**config.mk**
```make
export PLATFORM = sky130hd
export DESIGN_NAME = issue_queue_free_list
export DESIGN_NICKNAME = d
export VERILOG_FILES = /design/src/rtl/issue_queue_free_list_pkg.sv /design/src/rtl/issue_queue_free_list_compactor.sv /design/src/rtl/issue_queue_free_list.sv
export SDC_FILE = /design/constraint.sdc
export NUM_CORES = 1
export LEC_CHECK = 0
export CORE_AREA = 2 2 97 193
export CTS_CLUSTER_DIAMETER = 30
export DETAILED_ROUTE_END_ITERATION = 10
export DIE_AREA = 0 0 99 195
export GPL_TIMING_DRIVEN = 0
export PLACE_DENSITY = 0.61
export SLEW_MARGIN = 5
export SYNTH_ARGS = -nofsm -noshare
export SYNTH_HDL_FRONTEND = slang
export SYNTH_HIERARCHICAL = 1
export SYNTH_SLANG_ARGS = --single-unit
export TNS_END_PERCENT = 5
```
**constraint.sdc**
```tcl
create_clock -name clk -period 4.3 [get_ports clk]
set_clock_uncertainty 0.15 [all_clocks]
set_input_delay 0.86 -clock clk [delete_from_list [all_inputs] [get_ports clk]]
set_output_delay 0.86 -clock clk [all_outputs]
set_load 0.1 [all_outputs]
```
**src/rtl/issue_queue_free_list_pkg.sv**
```systemverilog
// Types and constants shared by the issue-queue free list and its compactor.
// Ports: none (package). Optional feature macro: ISSUE_QUEUE_FREE_LIST_CHECK_EN.
package issue_queue_free_list_pkg;

  localparam int unsigned ISSUE_QUEUE_ENTRY_NUM = 16;
  localparam int unsigned RENAME_WIDTH          = 2;
  localparam int unsigned ISSUE_WIDTH           = 2;
  localparam int unsigned ISSUE_QUEUE_RETURN_INDEX_WIDTH = 2;

  localparam int unsigned ENTRY_NUM   = ISSUE_QUEUE_ENTRY_NUM;
  localparam int unsigned ALLOC_WIDTH = RENAME_WIDTH;
  localparam int unsigned FREE_WIDTH  = ISSUE_WIDTH + ISSUE_QUEUE_RETURN_INDEX_WIDTH;

  localparam int unsigned IDX_W        = $clog2(ENTRY_NUM);
  localparam int unsigned CNT_W        = $clog2(ENTRY_NUM + 1);
  localparam int unsigned REL_RANK_W   = $clog2(FREE_WIDTH + 1);
  localparam int unsigned ALLOC_RANK_W = $clog2(ALLOC_WIDTH + 1);

  localparam int unsigned ISSUE_QUEUE_FREE_LIST_INIT_CYCLE =
    (ENTRY_NUM + FREE_WIDTH - 1) / FREE_WIDTH;
  localparam int unsigned INIT_CNT_W = $clog2(ISSUE_QUEUE_FREE_LIST_INIT_CYCLE + 1);

  typedef logic [IDX_W-1:0]      IssueQueueIndexPath;
  typedef logic [CNT_W-1:0]      IssueQueueCountPath;
  typedef logic [INIT_CNT_W-1:0] IssueQueueFreeListInitCountPath;

  typedef enum logic {IQ_FL_INIT, IQ_FL_READY} IssueQueueFreeListState;

  // One free-list memory write lane.
  typedef struct packed {
    logic               we;
    IssueQueueIndexPath addr;
    IssueQueueIndexPath data;
  } fl_write_t;

  // Circular pointer add with explicit wrap; inc never exceeds ENTRY_NUM.
  function automatic IssueQueueIndexPath wrap_add(IssueQueueIndexPath p, int unsigned inc);
    int unsigned s;
    s = 32'(p) + inc;
    if (s >= ENTRY_NUM) s = s - ENTRY_NUM;
    return IssueQueueIndexPath'(s);
  endfunction

endpackage

```
**src/rtl/issue_queue_free_list_compactor.sv**
```systemverilog
// Prefix popcount: rank_o[i] = number of set valid_i bits below lane i,
// total_o = number of set bits overall.
// Ports: valid_i (lane strobes), rank_o (per-lane rank), total_o (popcount).
module issue_queue_free_list_compactor #(
  parameter int unsigned LANES  = 4,
  parameter int unsigned RANK_W = $clog2(LANES + 1)
) (
  input  logic [LANES-1:0]             valid_i,
  output logic [LANES-1:0][RANK_W-1:0] rank_o,
  output logic [RANK_W-1:0]            total_o
);

  // Running exclusive prefix sum over lanes.
  always_comb begin
    logic [RANK_W-1:0] acc;
    acc = '0;
    rank_o = '0;
    for (int unsigned i = 0; i < LANES; i++) begin
      rank_o[i] = acc;
      acc = acc + RANK_W'(valid_i[i]);
    end
    total_o = acc;
  end

endmodule

```
**src/rtl/issue_queue_free_list.sv**
```systemverilog
// Circular free list of issue-queue entry indices. After reset an INIT
// sequence loads every index once; afterwards dispatch pops ALLOC_WIDTH-wide
// groups from the head and release lanes push compacted indices at the tail.
// Ports: clk, rst_n (async active-low); allocReq/allocPtr/allocatable (dispatch);
// releaseValid/releasePtr (release); freeCount, initDone (status);
// doubleFreeError only when ISSUE_QUEUE_FREE_LIST_CHECK_EN is defined.
module issue_queue_free_list
  import issue_queue_free_list_pkg::*;
(
  input  logic                              clk,
  input  logic                              rst_n,
  input  logic [ALLOC_WIDTH-1:0]            allocReq,
  output logic [ALLOC_WIDTH-1:0][IDX_W-1:0] allocPtr,
  output logic                              allocatable,
  input  logic [FREE_WIDTH-1:0]             releaseValid,
  input  logic [FREE_WIDTH-1:0][IDX_W-1:0]  releasePtr,
  output logic [CNT_W-1:0]                  freeCount,
  output logic                              initDone
`ifdef ISSUE_QUEUE_FREE_LIST_CHECK_EN
  ,
  output logic                              doubleFreeError
`endif
);

  IssueQueueFreeListState         state_q, state_d;
  IssueQueueIndexPath             head_q, head_d;
  IssueQueueIndexPath             tail_q, tail_d;
  IssueQueueCountPath             count_q, count_d;
  IssueQueueFreeListInitCountPath init_cnt_q, init_cnt_d;
  logic                           init_done_q, init_done_d;

  IssueQueueIndexPath mem_q [ENTRY_NUM];
  fl_write_t          wr_c  [FREE_WIDTH];

  logic [FREE_WIDTH-1:0][REL_RANK_W-1:0]    rel_rank;
  logic [REL_RANK_W-1:0]                    rel_total;
  logic [ALLOC_WIDTH-1:0][ALLOC_RANK_W-1:0] alloc_rank_unused;
  logic [ALLOC_RANK_W-1:0]                  alloc_total;
  logic [ALLOC_RANK_W-1:0]                  grant_num;

  issue_queue_free_list_compactor #(.LANES(FREE_WIDTH), .RANK_W(REL_RANK_W)) u_rel_compactor (
    .valid_i (releaseValid),
    .rank_o  (rel_rank),
    .total_o (rel_total)
  );

  issue_queue_free_list_compactor #(.LANES(ALLOC_WIDTH), .RANK_W(ALLOC_RANK_W)) u_alloc_popcnt (
    .valid_i (allocReq),
    .rank_o  (alloc_rank_unused),
    .total_o (alloc_total)
  );

  // Grants are all-or-nothing: only when a full ALLOC_WIDTH group is available.
  assign allocatable = (state_q == IQ_FL_READY) && (count_q >= CNT_W'(ALLOC_WIDTH));
  assign grant_num   = allocatable ? alloc_total : '0;
  assign freeCount   = count_q;
  assign initDone    = init_done_q;

  // Same-cycle read of the next ALLOC_WIDTH head slots.
  always_comb begin
    allocPtr = '0;
    for (int unsigned i = 0; i < ALLOC_WIDTH; i++) begin
      allocPtr[i] = mem_q[wrap_add(head_q, i)];
    end
  end

  // Next-state and memory write lanes.
  always_comb begin
    int unsigned base;
    int unsigned n;
    state_d     = state_q;
    head_d      = head_q;
    tail_d      = tail_q;
    count_d     = count_q;
    init_cnt_d  = init_cnt_q;
    init_done_d = init_done_q;
    base        = 0;
    n           = 0;
    for (int unsigned k = 0; k < FREE_WIDTH; k++) wr_c[k] = '0;

    case (state_q)
      IQ_FL_INIT: begin
        // Load FREE_WIDTH consecutive indices per cycle; last chunk may be short.
        base = 32'(init_cnt_q) * FREE_WIDTH;
        for (int unsigned k = 0; k < FREE_WIDTH; k++) begin
          if (base + k < ENTRY_NUM) begin
            wr_c[k].we   = 1'b1;
            wr_c[k].addr = wrap_add(tail_q, k);
            wr_c[k].data = IssueQueueIndexPath'(base + k);
            n = n + 1;
          end
        end
        tail_d     = wrap_add(tail_q, n);
        count_d    = CNT_W'(32'(count_q) + n);
        init_cnt_d = init_cnt_q + INIT_CNT_W'(1);
        if (32'(init_cnt_q) == ISSUE_QUEUE_FREE_LIST_INIT_CYCLE - 1) begin
          state_d     = IQ_FL_READY;
          init_done_d = 1'b1;
        end
      end
      IQ_FL_READY: begin
        for (int unsigned k = 0; k < FREE_WIDTH; k++) begin
          wr_c[k].we   = releaseValid[k];
          wr_c[k].addr = wrap_add(tail_q, 32'(rel_rank[k]));
          wr_c[k].data = releasePtr[k];
        end
        head_d  = wrap_add(head_q, 32'(grant_num));
        tail_d  = wrap_add(tail_q, 32'(rel_total));
        count_d = CNT_W'(32'(count_q) - 32'(grant_num) + 32'(rel_total));
      end
      default: state_d = IQ_FL_INIT;
    endcase
  end

  // Index storage; contents are don't-care until INIT has written them.
  always_ff @(posedge clk) begin
    for (int unsigned k = 0; k < FREE_WIDTH; k++) begin
      if (wr_c[k].we) mem_q[wr_c[k].addr] <= wr_c[k].data;
    end
  end

  always_ff @(posedge clk or negedge rst_n) begin
    if (!rst_n) begin
      state_q     <= IQ_FL_INIT;
      head_q      <= '0;
      tail_q      <= '0;
      count_q     <= '0;
      init_cnt_q  <= '0;
      init_done_q <= 1'b0;
    end else begin
      state_q     <= state_d;
      head_q      <= head_d;
      tail_q      <= tail_d;
      count_q     <= count_d;
      init_cnt_q  <= init_cnt_d;
      init_done_q <= init_done_d;
    end
  end

`ifdef ISSUE_QUEUE_FREE_LIST_CHECK_EN
  logic [ENTRY_NUM-1:0] free_map_q, free_map_d;
  logic                 dfe_q;
  logic                 dfe_now_c;

  // Shadow bitmap of free indices; flags releases that break the free-list contract.
  always_comb begin
    free_map_d = free_map_q;
    dfe_now_c  = 1'b0;
    if (state_q == IQ_FL_INIT) begin
      for (int unsigned k = 0; k < FREE_WIDTH; k++) begin
        if (wr_c[k].we) free_map_d[wr_c[k].data] = 1'b1;
      end
    end else begin
      for (int unsigned i = 0; i < ALLOC_WIDTH; i++) begin
        if (allocatable && allocReq[i]) free_map_d[allocPtr[i]] = 1'b0;
      end
      for (int unsigned k = 0; k < FREE_WIDTH; k++) begin
        if (releaseValid[k]) begin
          if (free_map_q[releasePtr[k]]) dfe_now_c = 1'b1;
          for (int unsigned j = 0; j < k; j++) begin
            if (releaseValid[j] && (releasePtr[j] == releasePtr[k])) dfe_now_c = 1'b1;
          end
          free_map_d[releasePtr[k]] = 1'b1;
        end
      end
      if (32'(count_q) + 32'(rel_total) > ENTRY_NUM) dfe_now_c = 1'b1;
    end
  end

  always_ff @(posedge clk or negedge rst_n) begin
    if (!rst_n) begin
      free_map_q <= '0;
      dfe_q      <= 1'b0;
    end else begin
      free_map_q <= free_map_d;
      dfe_q      <= dfe_q | dfe_now_c;
    end
  end

  always_ff @(posedge clk) begin
    if (rst_n) begin
      assert (!dfe_now_c);
    end
  end

  assign doubleFreeError = dfe_q;
`endif

endmodule
```
## After elaboration in Yosys (flattened, before gate mapping)

Memories as Yosys holds them, arrays and structs flattened.
Index checks and enable logic that the tools add are counted.

| word-level totals | value |
|---|---|
| bits in registers | 18 |
| memory bits (writable) | 64 |
| bits of input ports | 24 |
| word-level logic and storage cells | 102 |
| memories kept | 1 |

Memories:

| memory | depth | width | rd ports | clocked after Yosys merged registers in | wr ports | RTL line | source |
|---|---|---|---|---|---|---|---|
| mem_q | 16 | 4 | 2 | 0 | 4 | issue_queue_free_list.sv:32 | `IssueQueueIndexPath mem_q [ENTRY_NUM];` |

| cells by class | value |
|---|---|
| add/sub/neg operators | 36 |
| magnitude comparators | 17 |
| equal/unequal tests | 1 |
| muxes and demuxes | 38 |
| bitwise logic cells | 1 |
| reductions and logical operators | 2 |

Operators with widths:

| cell | count |
|---|---|
| $mux 32 | 7 |
| $add 32x1->32 const B | 3 |
| $lt 32x5->1 const B | 3 |
| $pmux 36 s2 | 1 |
| $mux 4 | 12 |
| $sub 4x1->4 const B | 12 |
| $ge 5x5->1 const B | 9 |
| $mux 9 | 4 |
| $add 4x32->32 | 1 |
| $ge 32x5->1 const B | 1 |
| $add 5x2->6 const B | 2 |
| $mux 1 | 11 |
| $add 4x1->5 const B | 2 |
| $add 4x2->5 | 2 |
| $add 4x2->5 const B | 2 |
| $add 4x3->5 | 2 |
| $ge 4x5->1 const B | 2 |
| $pmux 5 s2 | 1 |
| $pmux 4 s2 | 1 |
| $add 3x1->3 | 2 |
| $add 5x1->6 const B | 1 |
| $add 4x1->5 | 1 |
| $add 5x4->5 | 1 |
| $add 5x5->5 | 1 |
| other kinds (10) | 11 |

## Logic depth before layout (Yosys ltp)

| logic depth | value |
|---|---|
| depth in word-level cells | 16 |
| gate-level depth with buffers | 16 |

## Hierarchy

The synthesis kept the hierarchy.

By module, submodules not included:

| module | instances | cells an instance | area each (sq um) | sequential area each (sq um) |
|---|---|---|---|---|
| issue_queue_free_list | 1 | 793 | 7681.1 | 2372.3 |
| issue_queue_free_list_compactor at u_rel_compactor | 1 | 24 | 183.9 | 0.0 |
| issue_queue_free_list_compactor at u_alloc_popcnt | 1 | 6 | 46.3 | 0.0 |

## Worst setup path before layout

OpenSTA, ideal clock, no wires.

| timing | value |
|---|---|
| path type | register to register |
| from | register count_q[3], in the netlist freeCount[3] |
| to | register count_q[3], in the netlist freeCount[3] |
| data arrival time | 4722 ps |
| data required time | 4025 ps |
| path slack | -696 ps |
| stages on the path, launching flop included | 13 |
| path buffers | 0 |
| period minus slack after synthesis | 4996 ps |
| cells stage by stage | dfrtp_1 > inv_1 > ha_1 > a21oi_1 > nand2_1 > inv_1 > fa_1 > inv_1 > ha_1 > a21o_1 > a21oi_1 > xnor2_1 > mux2_2 |

| between the ends | value |
|---|---|
| cells in the longest elaborated chain, start to end | 6 |
| elaborated cells between the ends (all ways) | 7 |
| those cells by class | 3 x add/sub; 1 x order compare; 2 x mux; 1 x reduce/logical |

RTL lines:

| what | RTL line | source |
|---|---|---|
| from (decl) | issue_queue_free_list.sv:28 | `IssueQueueCountPath count_q, count_d;` |
| from (signal assigned) | issue_queue_free_list.sv:134 | `count_q <= count_d;` |
| $ge 5x2->1 | issue_queue_free_list.sv:54 | `assign allocatable = (state_q == IQ_FL_READY) && (count_q >= CNT_W'(ALLOC_WIDTH));` |
| $logic_and 1x1->1 | issue_queue_free_list.sv:54 |  |
| via allocatable | issue_queue_free_list.sv:14 | `output logic allocatable,` |
| $mux 2 | issue_queue_free_list.sv:55 | `assign grant_num = allocatable ? alloc_total : '0;` |
| $sub 5x2->5 | issue_queue_free_list.sv:109 | `count_d = CNT_W'(32'(count_q) - 32'(grant_num) + 32'(rel_total));` |
| $add 5x4->5 | issue_queue_free_list.sv:109 |  |
| $pmux 5 s2 | issue_queue_free_list.sv:81 | `case (state_q)` |
| via count_d[3] | issue_queue_free_list.sv:28 |  |

The timed path passes the listed nets, and every way through them passes these cells.
A chain may end at the register's enable or synchronous reset.

==> impl_summary.md <==
STA
Setup repair after global routing could not meet its margin everywhere. The share of the clock period used by the worst path is 98.8%. The count of final max-slew check failures came to 0. The total of endpoints with negative setup slack in the final report is 0. The maximum clock rate is between 200 and 250 MHz. The worst pin sits at a relative slew slack of between 10 and 15%. The worst hold slack after final layout is 0.312 ns. The post-layout minimum cycle time is 4.25 ns. The number of failing hold endpoints at the final stage is 0. The measured slew at the worst slew-check pin is 1.33 ns.

Die
In this run the count of I/O pins placed on the die edge is 39. After floorplanning, the core was sized to cover 0.0177 mm². The number of rows in the core area is 69.

The width of the die is 99 µm. The die span in y is 195 µm. The initial cell density of the core is 44.5%. The area of the die is between 0.015 and 0.02 mm².

Layout
The number of antenna diodes in the final layout is 0. The area overhead of the layout relative to synthesis is 12.8%. The finished layout holds 1088 standard cells, fillers aside.

Summing all flip-flop and latch instances after layout gives 0.00237 mm². Fill cells in the final layout number 1652. The multi-input combinational cell area is approximately 0.0052 mm².

The final layout contains 943 nets. The share of layout cells above drive strength 1 is 14.2%.

Logic synthesis
The cell count after synthesis came out at 818. The mean area per synthesized cell is 9.63 µm². The netlist area before placement is 0.00788 mm². The Yosys step of the flow raised 6 warnings.

Detailed routing
The detailed router finished its first iteration with about 600 violations. For this run, the detailed router's first-pass iteration total came to 6. Using the TritonRoute via totals, the vias-per-cell ratio works out to 6.73. The via count of the routed design is 7326. After detailed routing, the number of remaining DRC violations is 0. Summed over all layers, the routed wires come to approximately 33 mm. After detailed routing, the average wire length per cell comes to 30.0 µm. The number of routed nets with antenna violations is 0.

Clock network
The number of buffers created by CTS is 9. Clock latency on the worst-skew pair, taken at its later pin, is 0.35 ns. The register clock-pin slew on the reported worst setup and hold paths is 0.07 ns. The maximum clock insertion buffer count is 2. The root buffer selected by CTS is clkbuf_16. The H-tree depth is 3.

The setup fix buffers added after clock tree synthesis is 0. The TritonCTS clock tree is built. The tree built by TritonCTS fans out to 82 sinks.

Run
Max-cap violations in this run came to 0.

Place
The estimated wirelength of the detail-placed design is 27.2 mm. The placer's final routability congestion estimate is 1.04. The total placed cells including tap cells is 1074.

The count of buffers from port buffering is 38.

Global routing
The first-pass GRT wire length is 47.8 mm. The pin count of the biggest net entering global routing is 19. The remaining global-route overflow is 0. The number of antenna violations at the first check in global routing is 0. Global routing used 34.3% of the available tracks across all layers. The number of global-route vias before repair came to between 7000 and 8000.

Worst setup path
Data on the critical path arrives at its endpoint at 3.24 ns. The highest net fanout along the worst path is 10. The slack of the worst reg-to-reg path is between 0.3 and 0.4 ns.

STA classifies the critical path startpoint as a flop. The data required time at the worst endpoint is around 3.3 ns. The worst setup path category is reg2out. STA classifies the critical path endpoint as an output port.

Hold path
The tightest min-delay check is of the reg2reg type.

Run status
The run finished with clean final reports.
-- routing by layer --
layer	global-route usage (%)	vias up	share of wire (%)
li1	-	3306	-
met1	33.4	3464	32
met2	60.8	393	52
met3	5.15	163	5.0
met4	30.5	0	11
met5	0	-	0
-- sequential cells by signal, summed over array words and instances, names as in the netlist, named ones only --
| register | flops |
|---|---|
| init_cnt_q | 3 |
| head_q | 4 |
| mem_q | 64 |
| state_q | 1 |
| freeCount | 3 |
| initDone | 1 |
| tail_q | 4 |
-- worst paths after layout --
check / depth (start not counted) / startpoint / end
min in group asynchronous: 1 / rst_n / async pin
worst max register to register: 9 / tail_q[1] / mem_q[3][1]
worst min-delay path: 1 / initDone / initDone
worst min register to register: 1 / initDone / initDone
worst max-delay path: 5 / head_q[0] / allocPtr[1]
max in group asynchronous: 1 / rst_n / tail_q[3]
-- placed cells by master, fill, tap and decap left out, types with 8 or more instances in the layout --
cell,instances
a221o_1,34
xnor2_1,12
mux2i_1,18
and2_1,12
clkbuf_1,20
o21ai_0,14
inv_1,37
a22oi_1,19
ha_1,38
a31oi_1,35
nor3_1,15
a21oi_1,43
a22o_1,11
o22ai_1,20
nand3_1,35
fa_1,10
edfxtp_1,64
clkdlybuf4s50_1,27
buf_2,15
nor2_1,56
a221oi_1,12
and3_1,10
a21o_1,10
buf_4,10
nand2_1,95
a211oi_1,8
dfrtp_1,18
mux4_2,40
nand4_1,9
clkbuf_16,9
-- stage by stage --
step	TNS, ns	setup WS, ns	util (%)	area, µm²
6_report	0	0.0503	50.2	8890
5_1_grt	-0.314	-0.103	50.2	8890
4_1_cts	0	0.0248	50.2	8880
3_5_place_dp	-75.71	-0.769	48.3	8550
3_3_place_gp	-75.13	-0.771	48.3	8550
2_1_floorplan	0	0.320	-	7910
-- area by class of cell --
cell class,count,area share [%]
multi-input cells,647,58.1
plain buffers,55,3.11
flip-flops and latches,82,26.7
inverters,37,1.56
clock inverters,6,0.746
well taps,213,3.00
repair buffers,38,4.22
clock buffers,10,2.58
-- worst max-delay path, stage by stage, from the launching register on --
cell	delay [ns]
dfrtp_1	0.44
clkbuf_2	0.32
buf_2	0.41
mux4_2	0.63
mux4_2	0.47
dlygate4sd2_1	0.60
-- repair_timing --
action / CTS / global route
gates resized for setup: 32 / 5
hold buffers: 0 / 0
endpoints found under the setup margin: 122 / 67
Power of run 1 is not shown: default switching activity piles up to over one toggle a cycle in this logic, so the estimate is an artifact.
